`src/rtl/msx_slot_io_responder.sv`:
```
// rtl/msx_slot_io_responder.sv - MSX slot I/O port responder bridging Z80 I/O cycles to a core bus
//
// Decodes a 4-port I/O window at IO_BASE, stretches the Z80 cycle with slot_wait
// while a request/response handshake runs on the core bus, then presents read data
// until the host releases IORQ.
//
// Ports:
//   clk, reset                      rising-edge clock, synchronous active-high reset
//   slot_iorq_n/rd_n/wr_n           asynchronous Z80 strobes (active low)
//   slot_a, slot_d_in               slot address and write data
//   slot_d_out, slot_data_dir       read data and drive enable toward the slot
//   slot_wait                       stretches the host cycle
//   bus_valid/write/address/wdata   request toward the core
//   bus_ready                       core accepts the request
//   bus_rdata, bus_rdata_en         read data return from the core
module msx_slot_io_responder #(
  parameter logic [7:0] IO_BASE = 8'h88,
  parameter int         TIMEOUT = 1023
) (
  input  logic       clk,
  input  logic       reset,
  input  logic       slot_iorq_n,
  input  logic       slot_rd_n,
  input  logic       slot_wr_n,
  input  logic [7:0] slot_a,
  input  logic [7:0] slot_d_in,
  output logic [7:0] slot_d_out,
  output logic       slot_data_dir,
  output logic       slot_wait,
  output logic       bus_valid,
  output logic       bus_write,
  output logic [1:0] bus_address,
  output logic [7:0] bus_wdata,
  input  logic       bus_ready,
  input  logic [7:0] bus_rdata,
  input  logic       bus_rdata_en
);

  localparam int CW = $clog2(TIMEOUT + 1);

  typedef enum logic [1:0] {IDLE, REQ, RDATA, HOLD} state_t;

  state_t        state_q, state_d;
  logic [2:0]    strb_m_q, strb_m_d;   // {iorq, rd, wr}, first synchronizer stage
  logic [2:0]    strb_s_q, strb_s_d;   // second stage, safe to use
  logic [1:0]    settle_q, settle_d;
  logic          prev_active_q, prev_active_d;
  logic [CW-1:0] cnt_q, cnt_d;
  logic [7:0]    slot_d_out_q, slot_d_out_d;
  logic          slot_data_dir_q, slot_data_dir_d;
  logic          slot_wait_q, slot_wait_d;
  logic          bus_valid_q, bus_valid_d;
  logic          bus_write_q, bus_write_d;
  logic [1:0]    bus_address_q, bus_address_d;
  logic [7:0]    bus_wdata_q, bus_wdata_d;

  logic iorq_s, rd_s, wr_s;
  logic active_wr, active_rd, active, addr_hit, start, timed_out;

  assign iorq_s    = strb_s_q[2];
  assign rd_s      = strb_s_q[1];
  assign wr_s      = strb_s_q[0];
  assign active_wr = ~iorq_s & ~wr_s & rd_s;
  assign active_rd = ~iorq_s & ~rd_s & wr_s;
  assign active    = active_wr | active_rd;
  assign addr_hit  = (slot_a[7:2] == IO_BASE[7:2]);
  assign start     = (state_q == IDLE) & active & ~prev_active_q & addr_hit;
  assign timed_out = (cnt_q == CW'(TIMEOUT - 1));

  always_comb begin
    state_d         = state_q;
    strb_m_d        = {slot_iorq_n, slot_rd_n, slot_wr_n};
    strb_s_d        = strb_m_q;
    settle_d        = {settle_q[0], 1'b1};
    // The synchronizers come out of reset reading "inactive" before they have
    // sampled the real pins; keep the edge detector armed high until both stages
    // hold real samples so a strobe held low across reset cannot look like a new edge.
    prev_active_d   = settle_q[1] ? active : 1'b1;
    cnt_d           = cnt_q;
    slot_d_out_d    = slot_d_out_q;
    slot_data_dir_d = slot_data_dir_q;
    slot_wait_d     = slot_wait_q;
    bus_valid_d     = bus_valid_q;
    bus_write_d     = bus_write_q;
    bus_address_d   = bus_address_q;
    bus_wdata_d     = bus_wdata_q;

    case (state_q)
      IDLE: begin
        if (start) begin
          state_d       = REQ;
          cnt_d         = '0;
          slot_wait_d   = 1'b1;
          bus_valid_d   = 1'b1;
          bus_write_d   = active_wr;
          bus_address_d = slot_a[1:0];
          bus_wdata_d   = slot_d_in;
        end
      end
      REQ: begin
        cnt_d = cnt_q + CW'(1);
        if (bus_valid_q & bus_ready) begin
          bus_valid_d = 1'b0;
          if (bus_write_q) begin
            state_d     = HOLD;
            slot_wait_d = 1'b0;
          end else if (bus_rdata_en) begin
            // Data returned alongside acceptance: no need to wait in RDATA.
            state_d         = HOLD;
            slot_wait_d     = 1'b0;
            slot_d_out_d    = bus_rdata;
            slot_data_dir_d = 1'b1;
          end else begin
            state_d = RDATA;
          end
        end else if (timed_out) begin
          state_d     = HOLD;
          bus_valid_d = 1'b0;
          slot_wait_d = 1'b0;
          if (!bus_write_q) begin
            slot_d_out_d    = 8'hFF;
            slot_data_dir_d = 1'b1;
          end
        end
      end
      RDATA: begin
        cnt_d = cnt_q + CW'(1);
        if (bus_rdata_en) begin
          state_d         = HOLD;
          slot_wait_d     = 1'b0;
          slot_d_out_d    = bus_rdata;
          slot_data_dir_d = 1'b1;
        end else if (timed_out) begin
          state_d         = HOLD;
          slot_wait_d     = 1'b0;
          slot_d_out_d    = 8'hFF;
          slot_data_dir_d = 1'b1;
        end
      end
      HOLD: begin
        if (iorq_s) begin
          state_d         = IDLE;
          slot_data_dir_d = 1'b0;
        end
      end
      default: state_d = IDLE;
    endcase
  end

  always_ff @(posedge clk) begin
    if (reset) begin
      state_q         <= IDLE;
      strb_m_q        <= 3'b111;
      strb_s_q        <= 3'b111;
      settle_q        <= 2'b00;
      prev_active_q   <= 1'b1;
      cnt_q           <= '0;
      slot_d_out_q    <= 8'hFF;
      slot_data_dir_q <= 1'b0;
      slot_wait_q     <= 1'b0;
      bus_valid_q     <= 1'b0;
      bus_write_q     <= 1'b0;
      bus_address_q   <= 2'd0;
      bus_wdata_q     <= 8'h00;
    end else begin
      state_q         <= state_d;
      strb_m_q        <= strb_m_d;
      strb_s_q        <= strb_s_d;
      settle_q        <= settle_d;
      prev_active_q   <= prev_active_d;
      cnt_q           <= cnt_d;
      slot_d_out_q    <= slot_d_out_d;
      slot_data_dir_q <= slot_data_dir_d;
      slot_wait_q     <= slot_wait_d;
      bus_valid_q     <= bus_valid_d;
      bus_write_q     <= bus_write_d;
      bus_address_q   <= bus_address_d;
      bus_wdata_q     <= bus_wdata_d;
    end
  end

  assign slot_d_out    = slot_d_out_q;
  assign slot_data_dir = slot_data_dir_q;
  assign slot_wait     = slot_wait_q;
  assign bus_valid     = bus_valid_q;
  assign bus_write     = bus_write_q;
  assign bus_address   = bus_address_q;
  assign bus_wdata     = bus_wdata_q;

endmodule

```
`config.mk`:
```
export PLATFORM = sky130hd
export DESIGN_NAME = msx_slot_io_responder
export DESIGN_NICKNAME = d
export VERILOG_FILES = /design/src/rtl/msx_slot_io_responder.sv
export SDC_FILE = /design/constraint.sdc
export NUM_CORES = 1
export LEC_CHECK = 0
export BUFFER_PORTS_ARGS = -buffer_cell sky130_fd_sc_hd__buf_2
export CAP_MARGIN = 10
export CORE_UTILIZATION = 30
export CTS_CLUSTER_DIAMETER = 150
export DETAILED_ROUTE_END_ITERATION = 8
export PLACE_DENSITY = 0.51
export SKIP_CTS_REPAIR_TIMING = 1
export SYNTH_ARGS = -nofsm -noshare
export SYNTH_HDL_FRONTEND = slang
export SYNTH_SLANG_ARGS = --single-unit
```
`constraint.sdc`:
```
create_clock -name clk -period 1.9 [get_ports clk]
set_input_delay 0.095 -clock clk [delete_from_list [all_inputs] [get_ports clk]]
set_output_delay 0.095 -clock clk [all_outputs]
set_load 0.05 [all_outputs]
```
==> run_results.csv <==
group,metric,value,unit
setup_path,crit_start,"strb_s_q[2]",
sta,fin_crit,1.86,ns
floorplanning,core_area,6490,sq um
sta,tns,0,ns
detailed_routing,ant_nets,0,
sta,slew_viol_final,0,
floorplanning,num_io_pins,53,
clocking,clk_pin_slew,0.08,ns
setup_path,critPathRequiredTime,2.08,ns
placed_design,gp_congestion,0.768,
detailed_routing,drc_errors,0,
cells_and_area,area_delta_synth_final,32.7,%
sta,fin_crit_sh,0.979,
floorplanning,initial_core_util,0.318,
grt,grt_pass1_vias,1618,
setup_path,reg2reg_to,"slot_wait",
synthesis,avgSynthCellArea,9.46,sq um
placed_design,placement.io_buffers,52,
synthesis,syn_inst,218,
setup_path,reg2reg_from,"strb_s_q[2]",
floorplanning,die_h,84.9,um
grt,track_usage,0.131,
setup_path,crit_path_end_kind,"register",
clocking,cts_sinks,43,
setup_path,setup.worst_path.start_class,"register",
setup_path,critical_path_arrival,2.04,ns
grt,gr-total-overflow,0,
synthesis,syn-num-nets,257,
floorplanning,rows,29,
clocking,htree_levels,2,
cells_and_area,stdcell_area,2740,sq um
synthesis,ys.flop_type,"dfxtp_1",
synthesis,async_flop_share,0,
sta,setup_violations,0,
detailed_routing,via_per_inst,4.88,
synthesis,synth_cell_types,52,
synthesis,yosysSeqAreaShare,0.417,
cells_and_area,drive_gt1_frac,0.354,
setup_path,worstSetupEndpoint,"slot_wait",
placed_design,dp_hpwl,3.41,mm
placed_design,pre_cts_slack,0.0257,ns
synthesis,synth_area,2060,sq um
cells_and_area,final_cell_mix,"buf_2, dfxtp_1, nor2_1, mux2i_1, buf_4",
clocking,cts_made_buffers,5,
cells_and_area,diodes,0,
synthesis,ys_warn_count,0,
sta,fmax,538,MHz
grt,grt_start_max_net_pins,32,
detailed_routing,drtIter0Drc,76,
detailed_routing,vias,1795,
cells_and_area,nets,329,
placed_design,placed_cell_area,2540,sq um
clocking,clkLatencyLatePin,0.29,ns
synthesis,ys_seq_elements,43,
sta,skew,0.00545,ns
clocking,cts.path.max_buffers,2,
setup_path,ff2ff_path_depth,4,
power,peakVddDrop,0.419,mV
floorplanning,die_x,84.9,um
clocking,cts_tree,"done",
cells_and_area,fillers,654,
power,powerDensity,674,nW/um^2
power,leakage,0.00126,uW
worst_hold_path,min_path_type,"input pin to register",
sta,slew_headroom,0.611,
synthesis,synth-edff-count,0,
sta,worstMarginPinSlew,0.582,ns
detailed_routing,drt_first_pass_iters,6,
grt,grt_antenna_before_repair,0,
detailed_routing,wl,4.78,mm
floorplanning,dieArea,7210,sq um
sta,hold_viol,0,
setup_path,path_class,"register to register",
clocking,cts-root-buf,"clkbuf_8",
setup_path,r2r_slack,0.04,ns
grt,grt_pass1_wl,7.54,mm
worst_hold_path,min_from,"slot_d_in[1]",
setup_path,critPathMaxFanout,4,
cells_and_area,final_common_cell,"buf_2",
detailed_routing,wl_per_cell,13.0,um
run_status,outcome,"completed",
run,drv_cap,0,
sta,fin_ws,0.0398,ns
## area by class of cell
class,instances,area [sq um],area share
Inverter,9,33.8,0.0123
Clock inverter,2,35.0,0.0128
Multi-Input combinational cell,161,1210,0.441
Clock buffer,6,82.6,0.0302
Timing Repair Buffer,70,415,0.152
Sequential cell,43,867,0.317
Tap cell,77,96.3,0.0352
## state kept, by name, indices dropped and copies added (netlist names)
name           cells
bus_address        2
bus_valid          1
bus_wdata          8
bus_write          1
cnt_q             10
prev_active_q      1
settle_q           2
slot_d_out         8
slot_data_dir      1
slot_wait          1
state_q            2
strb_m_q           3
strb_s_q           3
## through the flow
| step | power, uW | hold WS (ns) | utilization | cells |
|---|---|---|---|---|
| after global placement | 1120 | 0.280 | 0.392 | 355 |
| after global routing | 1920 | 0.0322 | 0.421 | 368 |
| final | 1850 | 0.0317 | 0.421 | 368 |
| after detailed placement | 1120 | 0.281 | 0.392 | 355 |
| after CTS | 1860 | -0.0287 | 0.410 | 363 |
| after floorplan | 1050 | 0.199 | - | 218 |
## cell usage after synthesis, types with 2 or more instances
cell	instances	area share
inv_1	8	0.015
clkbuf_1	5	0.0091
nor3_2	2	0.0097
o31ai_1	3	0.011
ha_1	8	0.049
nand4_1	3	0.0091
nor2b_1	6	0.018
nor2_1	30	0.055
nand2_1	10	0.018
nand3_1	5	0.012
or2_2	6	0.018
mux2i_1	19	0.092
o21ai_1	5	0.012
a21o_1	2	0.0073
o211a_1	2	0.0097
o21ai_0	4	0.0097
or4_1	3	0.011
dfxtp_1	43	0.42
a21oi_1	13	0.032
and2_1	2	0.0061
or3_1	7	0.021
and4bb_2	2	0.012
## how the worst min path moves through the flow
stage | slack (ns) | to | depth (start not counted)
after floorplan | 0.20 | strb_m_q[0] | 1
after global placement | 0.28 | strb_m_q[1] | 2
after detailed placement | 0.28 | strb_m_q[1] | 2
after CTS | -0.03 | strb_m_q[1] | 2
after global routing | 0.03 | bus_wdata[6] | 3
final | 0.03 | bus_wdata[1] | 3
## logic make-up after synthesis
logic type / Yosys count / share of synthesized area
AOI/OAI and AO/OA: 44 / 0.167
xor gates and xnor gates: 2 / 0.0121
adders and majority gates: 8 / 0.0485
buffers and inverters: 15 / 0.0279
DFF: 43 / 0.417
muxes: 20 / 0.0976
and+or+nand+nor: 86 / 0.230
## power by group
group	leakage, uW	switching [uW]	total, uW	internal [uW]
clock network	0.0000612	311	736	425
logic	0.000846	99.6	180	80.8
registers	0.000350	14.6	930	915
## worst max-delay path, cell delays in order, from the launching register on
cell and delay, ns:
dfxtp_4 0.36, or3_4 0.34, o41ai_4 0.39, mux2_4 0.33, or3_1 0.33
## metal layers
layer,wire (um),up-vias,track usage
met4,76,0,0.0401
li1,-,937,-
met3,197,9,0.0311
met1,2350,802,0.180
met5,0,-,0
met2,2150,47,0.205
No activity file was read; power rests on OpenSTA's default activity.
